File: src/rtl/arb_rr4_if.sv
// rtl/arb_rr4_if.sv - request/grant bundle between requesters and the arb_rr4 arbiter
interface arb_rr4_if;
    logic       en;
    logic [3:0] req;
    logic [3:0] gnt;
    logic [1:0] gnt_id;
    logic       busy;
    logic       timeout;

    modport master (
        output en,
        output req,
        input  gnt,
        input  gnt_id,
        input  busy,
        input  timeout
    );

    modport slave (
        input  en,
        input  req,
        output gnt,
        output gnt_id,
        output busy,
        output timeout
    );
endinterface

File: src/rtl/arb_rr4.sv
// rtl/arb_rr4.sv - four-requester round-robin arbiter, optional grant timeout under ARB_RR4_TIMEOUT_EN
module arb_rr4 #(
    parameter int MAX_HOLD = 16
) (
    input  logic      clk,
    input  logic      rst_n,
    arb_rr4_if.slave  bus
);

    typedef enum logic {S_IDLE, S_BUSY} state_t;

    state_t     r_state, w_state_nxt;
    logic [1:0] r_ptr, w_ptr_nxt;
    logic [3:0] r_gnt, w_gnt_nxt;
    logic [1:0] r_gnt_id, w_gnt_id_nxt;
    logic       r_busy, w_busy_nxt;
    logic       w_timeout_nxt;

    logic       w_found;
    logic [1:0] w_win;
    logic [1:0] w_idx;

`ifdef ARB_RR4_TIMEOUT_EN
    localparam logic [7:0] HOLD_LAST = 8'(MAX_HOLD - 1);
    logic [7:0] r_hold_cnt;
    logic       r_timeout;
`else
    logic [7:0] w_unused_max_hold;
    assign w_unused_max_hold = 8'(MAX_HOLD);
`endif

    // Rotating priority search: first set request starting at ptr, wrapping mod 4
    always_comb begin
        w_found = 1'b0;
        w_win   = r_ptr;
        w_idx   = r_ptr;
        for (int k = 0; k < 4; k++) begin
            w_idx = r_ptr + 2'(k);
            if (!w_found && bus.req[w_idx]) begin
                w_found = 1'b1;
                w_win   = w_idx;
            end
        end
    end

    // Next-state and next-output logic for the IDLE/BUSY grant FSM
    always_comb begin
        w_state_nxt   = r_state;
        w_ptr_nxt     = r_ptr;
        w_gnt_nxt     = r_gnt;
        w_gnt_id_nxt  = r_gnt_id;
        w_busy_nxt    = r_busy;
        w_timeout_nxt = 1'b0;
        case (r_state)
            S_IDLE: begin
                w_gnt_nxt    = 4'b0000;
                w_gnt_id_nxt = 2'd0;
                w_busy_nxt   = 1'b0;
                if (bus.en && w_found) begin
                    w_gnt_nxt    = 4'b0001 << w_win;
                    w_gnt_id_nxt = w_win;
                    w_busy_nxt   = 1'b1;
                    w_state_nxt  = S_BUSY;
                end
            end
            S_BUSY: begin
                // A release wins over a coincident timeout threshold
                if (!bus.req[r_gnt_id]) begin
                    w_gnt_nxt    = 4'b0000;
                    w_gnt_id_nxt = 2'd0;
                    w_busy_nxt   = 1'b0;
                    w_ptr_nxt    = r_gnt_id + 2'd1;
                    w_state_nxt  = S_IDLE;
                end
`ifdef ARB_RR4_TIMEOUT_EN
                else if (r_hold_cnt == HOLD_LAST) begin
                    w_gnt_nxt     = 4'b0000;
                    w_gnt_id_nxt  = 2'd0;
                    w_busy_nxt    = 1'b0;
                    w_ptr_nxt     = r_gnt_id + 2'd1;
                    w_timeout_nxt = 1'b1;
                    w_state_nxt   = S_IDLE;
                end
`endif
            end
            default: w_state_nxt = S_IDLE;
        endcase
    end

    // State, pointer and registered outputs
    always_ff @(posedge clk) begin
        if (!rst_n) begin
            r_state  <= S_IDLE;
            r_ptr    <= 2'd0;
            r_gnt    <= 4'b0000;
            r_gnt_id <= 2'd0;
            r_busy   <= 1'b0;
        end else begin
            r_state  <= w_state_nxt;
            r_ptr    <= w_ptr_nxt;
            r_gnt    <= w_gnt_nxt;
            r_gnt_id <= w_gnt_id_nxt;
            r_busy   <= w_busy_nxt;
        end
    end

`ifdef ARB_RR4_TIMEOUT_EN
    // Hold counter runs only while a grant is active; timeout is a one-cycle pulse
    always_ff @(posedge clk) begin
        if (!rst_n) begin
            r_hold_cnt <= 8'd0;
            r_timeout  <= 1'b0;
        end else begin
            r_hold_cnt <= (r_state == S_BUSY) ? r_hold_cnt + 8'd1 : 8'd0;
            r_timeout  <= w_timeout_nxt;
        end
    end
    assign bus.timeout = r_timeout;
`else
    assign bus.timeout = w_timeout_nxt & 1'b0;
`endif

    assign bus.gnt    = r_gnt;
    assign bus.gnt_id = r_gnt_id;
    assign bus.busy   = r_busy;

endmodule

File: src/flat_wrapper.sv
// flat-port wrapper written by rule: the top's interface ports become plain ports
module arb_rr4_flat 
#(
    parameter int MAX_HOLD = 16
)
  (clk, rst_n, bus_en, bus_req, bus_gnt, bus_gnt_id, bus_busy, bus_timeout);
  arb_rr4_if bus_i ();
  input  logic clk;
  input  logic rst_n;
  input wire logic [$bits(bus_i.en)-1:0] bus_en;
  input wire logic [$bits(bus_i.req)-1:0] bus_req;
  output wire logic [$bits(bus_i.gnt)-1:0] bus_gnt;
  output wire logic [$bits(bus_i.gnt_id)-1:0] bus_gnt_id;
  output wire logic [$bits(bus_i.busy)-1:0] bus_busy;
  output wire logic [$bits(bus_i.timeout)-1:0] bus_timeout;
  assign bus_i.en = bus_en;
  assign bus_i.req = bus_req;
  assign bus_gnt = bus_i.gnt;
  assign bus_gnt_id = bus_i.gnt_id;
  assign bus_busy = bus_i.busy;
  assign bus_timeout = bus_i.timeout;
  arb_rr4 #(.MAX_HOLD(MAX_HOLD)) u_core (.clk(clk), .rst_n(rst_n), .bus(bus_i));
endmodule
File: config.mk
export PLATFORM = sky130hd
export DESIGN_NAME = arb_rr4_flat
export DESIGN_NICKNAME = d
export VERILOG_FILES = /design/src/rtl/arb_rr4_if.sv /design/src/rtl/arb_rr4.sv /design/src/flat_wrapper.sv
export SDC_FILE = /design/constraint.sdc
export NUM_CORES = 1
export LEC_CHECK = 0
export BUFFER_PORTS_ARGS = -buffer_cell sky130_fd_sc_hd__buf_4
export CORE_AREA = 4 4 41 43
export DETAILED_ROUTE_END_ITERATION = 6
export DIE_AREA = 0 0 45 47
export GPL_TIMING_DRIVEN = 0
export HOLD_SLACK_MARGIN = 0.03
export PLACE_DENSITY = 0.72
export SYNTH_ARGS = -nofsm -noshare
export SYNTH_HDL_FRONTEND = slang
export SYNTH_SLANG_ARGS = --single-unit
export TNS_END_PERCENT = 5
File: constraint.sdc
create_clock -name clk -period 2.08 [get_ports clk]
set_input_delay 0.416 -clock clk [delete_from_list [all_inputs] [get_ports clk]]
set_output_delay 0.416 -clock clk [all_outputs]
set_load 0.01 [all_outputs]
### Word-level counts from Yosys, hierarchy flattened

Cells that the tools add are included.

| word-level totals | value |
|---|---|
| register bits | 10 |
| output and inout bits | 8 |
| word-level logic and storage cells | 54 |

| operators by class | value |
|---|---|
| add/sub/neg operators | 4 |
| $lt $le $gt $ge | 5 |
| equal/unequal tests | 1 |
| shift-type cells | 1 |
| muxes and demuxes | 28 |
| bitwise logic cells | 2 |
| reduce and logical (&&, ||, !) cells | 8 |

Operator list:

| cell | number |
|---|---|
| $lt 2x3->1 const B | 5 |
| $mux 1 | 12 |
| $bmux 1 s2 | 5 |
| $mux 2 | 5 |
| $mux 4 | 2 |
| $pmux 4 s2 | 1 |
| $add 2x1->2 const B | 2 |
| $add 2x2->2 const B | 2 |
| $logic_and 1x1->1 | 4 |
| $pmux 1 s2 | 2 |
| $pmux 2 s2 | 1 |
| $shl 1x2->4 const A | 1 |
| $logic_not 1->1 | 3 |
| $ne 2x2->1 const B | 1 |
| $not 1->1 | 2 |
| $reduce_and 2->1 | 1 |

### Longest topological paths before layout

| logic depth | value |
|---|---|
| word-level depth | 15 |
| depth in mapped cells | 6 |
| mapped depth without buffers | 5 |

### Worst setup path after synthesis

No wires, ideal clock.

| timing path | value |
|---|---|
| kind | flip-flop to flip-flop |
| from | register u_core.r_gnt_id[0], in the netlist u_core.bus.gnt_id[0] |
| to | register u_core.r_gnt[1], in the netlist u_core.bus.gnt[1] |
| library setup time | 0.115 ns |
| arrival time | 1.608 ns |
| path slack | 0.357 ns |
| cell stages (with the launch flop) | 6 |
| path buffers | 1 |
| clock period less this slack | 1.723 ns |
| path through | dfxtp_1 -> mux4_2 -> and2_1 -> buf_4 -> a22o_1 -> and2_1 |

| between the ends | value |
|---|---|
| cells in the longest elaborated chain, start to end | 3 |

Ends and longest elaborated chain:

| what | line | text |
|---|---|---|
| from (decl) | arb_rr4.sv:15 | `logic [1:0] r_gnt_id, w_gnt_id_nxt;` |
| from (signal assigned) | arb_rr4.sv:102 | `r_gnt_id <= w_gnt_id_nxt;` |
| $bmux 1 s2 | arb_rr4.sv:68 | `if (!bus.req[r_gnt_id]) begin` |
| $mux 1 (not written as such) | arb_rr4.sv:68 |  |
| $ne 2x2->1 (no source line) | n/a |  |
| to (signal assigned) | arb_rr4.sv:101 | `r_gnt <= w_gnt_nxt;` |
| to (decl) | arb_rr4.sv:14 | `logic [3:0] r_gnt, w_gnt_nxt;` |

Every way passes these cells. The select of a mux whose other input is x is not followed.
A chain may end at the register's enable or synchronous reset.

### Final worst setup path

Ends and elaborated chain as after synthesis.

==> flow_metrics.tcl <==
set metrics [dict create \
    gp_congestion 0.7990 \
    fin_crit_sh_pct 83.81 \
    internal-power_w 0.0003139 \
    end_kind "register" \
    synthToLayoutAreaGrowth_pct 26.49 \
    route.detailed.drc 0 \
    core_um2 1301 \
    antenna_cells 0 \
    drtIter0Drc 2 \
    criticalPathCategory "register to register" \
    seq_area_frac_synth_pct 38.19 \
    htree_levels 1 \
    maxCapViolations 0 \
    synth_area_um2 524.3 \
    max_freq_mhz 573.7 \
    swShare_pct 25.31 \
    crit_fanout 8 \
    cts_root_buf "clkbuf_4" \
    arrival_ns 1.90 \
    rsz0062_at_grt "false" \
    cts.sinks 10 \
    ys_types 29 \
    seqPwrFrac_pct 50.3 \
    die_h_um 47 \
    drive_gt1_share_pct 31.17 \
    cts_tree "yes" \
    ios 15 \
    p_per_area_nw_per_um2 633.7 \
    cts_resized 0 \
    setup_viol 0 \
    status "completed" \
    p_switching_w 0.0001064 \
    dieArea_um2 2115 \
    path_clk_slew_ns 0.06 \
    synthFlopType "dfxtp_1" \
    syn_nets 68 \
    cts_hold_buf 0 \
    p_leak_nw 0.3016 \
    cts_buffers 3 \
    io_buffers 13 \
    setup_tns_ns 0 \
    ys_async_sr_fraction_pct 0 \
    grt_usage_pct 11.45 \
    finalClockSkew_ns 0.001173 \
    row_count 13 \
    nets 86 \
    min_period_ns 1.743 \
    finalWirelength_um 1026 \
    ant_nets 0 \
    start_kind "register" \
    grt_max_degree 11 \
    hold_path_class "input port to register" \
    clock_tree.buffer_depth 2 \
    maxSlewViolCount 0 \
    via_count 471 \
    reg2reg_slack_ns 0.34 \
    clock_power_share_pct 29.8 \
    cts_setup_buffers 0 \
    required_ns 2.23 \
    worstMarginPinSlew_ns 0.6011 \
    grt_antenna_before_repair 0 \
    drt_pre_antenna_iters 2 \
    whs_ns 0.4279 \
    grt_pass1_wl_um 1745 \
    die_w_um 45 \
    grt_pass1_vias 414 \
    wire_per_inst_um 11.15 \
    grt_overflow 0 \
    maxSlewHeadroom_pct 59.84 \
    netlist_instances 61 \
    vdd_drop_max_mv 0.3956 \
    yosys_warnings 0 \
    clk_latency_ns 0.26 \
    combPwrFrac_pct 19.9 \
    hold_viol_final 0 \
    dp_hpwl_um 779.9 \
    start_util_pct 40.29 \
    synth_edf_count 0 \
    avgSynthCellArea_um2 8.594 \
    synth_seq_cells 10 \
    viasPerCell 5.120 \
]
-- path summary, 6_finish.rpt --
| check | start | to | cells past startpoint |
|---|---|---|---|
| worst min-delay path | rst_n | u_core.bus.gnt[3] | 3 |
| worst min register to register | u_core.bus.gnt[3] | u_core.bus.gnt[3] | 2 |
| worst max register to register | u_core.bus.gnt_id[0] | u_core.bus.gnt[1] | 5 |
| worst max-delay path | u_core.bus.gnt_id[0] | u_core.bus.gnt[1] | 5 |
-- cell usage after synthesis (2+ instances only) --
cell	number	area share (%)
nand2_1	8	5.7
nand2b_1	2	2.4
o21ai_0	6	5.7
buf_4	2	2.9
nor2b_1	3	3.6
dfxtp_1	10	38
nand3_1	3	2.9
a21oi_1	3	2.9
and2_1	4	4.8
-- metal layers --
| metal | part of all wire, % | global-route usage, % | vias up | routed length (um) |
|---|---|---|---|---|
| li1 | - | - | 247 | - |
| met1 | 49 | 14.81 | 214 | 500 |
| met2 | 44 | 17.51 | 10 | 450 |
| met3 | 7.2 | 5.747 | 0 | 74 |
| met4 | 0 | 1.754 | 0 | 0 |
| met5 | 0 | 0 | - | 0 |
-- cell type report --
class	instances	area, um2
Multi-Input combinational cell	47	300.3
Tap cell	15	18.77
Clock buffer	3	22.52
Sequential cell	10	200.2
Buffer	3	20.02
Fill cell	137	638.1
Inverter	1	3.754
Timing Repair Buffer	13	97.59
-- critical path: stages, from the launching register on --
cell and delay [ns]:
dfxtp_1 0.43, mux4_2 0.53, and2_1 0.17, buf_4 0.15
a22o_1 0.22, and2_1 0.14
-- cell families (layout without fill, tap and decap cells) --
kind of cell	Yosys count	count (layout)	share of synthesized area (%)
other	1	1	0.7153
AND/OR/NAND/NOR	29	29	31.98
buffers and inverters	4	20	4.532
XOR/XNOR	1	1	1.671
multiplexers	1	1	4.296
flip-flops	10	10	38.19
AO/OA/AOI/OAI	15	15	18.62
-- metrics by stage --
step	cell area (um2)	cells	power, W	setup slack [ns]	util, %
final	663.1	92	0.0004202	0.3368	50.96
after global routing	663.1	92	0.0004469	0.2573	50.96
after CTS	663.1	92	0.0004298	0.3304	50.96
after detailed placement	640.6	89	0.0002998	0.2647	49.23
after global placement	640.6	89	0.0002983	0.2783	49.23
after floorplan	524.3	61	0.0002672	0.3569	-
-- cells in the final DEF, fill, tap and decap left out, types with 2 or more instances in the layout --
cell type	n
and2_1	4
nor2b_1	3
dfxtp_1	10
buf_4	15
o21ai_0	6
a21oi_1	3
clkbuf_4	3
nand3_1	3
nand2b_1	2
nand2_1	8
-- flip-flops by register name (all words and copies together) (netlist names) --
name,flops
u_core.bus.gnt,4
u_core.bus.gnt_id,2
u_core.r_ptr,2
u_core.bus.busy,1
u_core.r_state,1
-- power by group through the flow --
stage	Clock (W)	Combinational [W]	Sequential [W]
5_1_grt	0.000140	0.0000946	0.000212
6_report	0.000125	0.0000837	0.000211
2_1_floorplan	0	0.0000504	0.000217
3_5_place_dp	0	0.0000843	0.000215
3_3_place_gp	0	0.0000830	0.000215
4_1_cts	0.000134	0.0000845	0.000211
No activity file was read; power rests on OpenSTA's default activity.
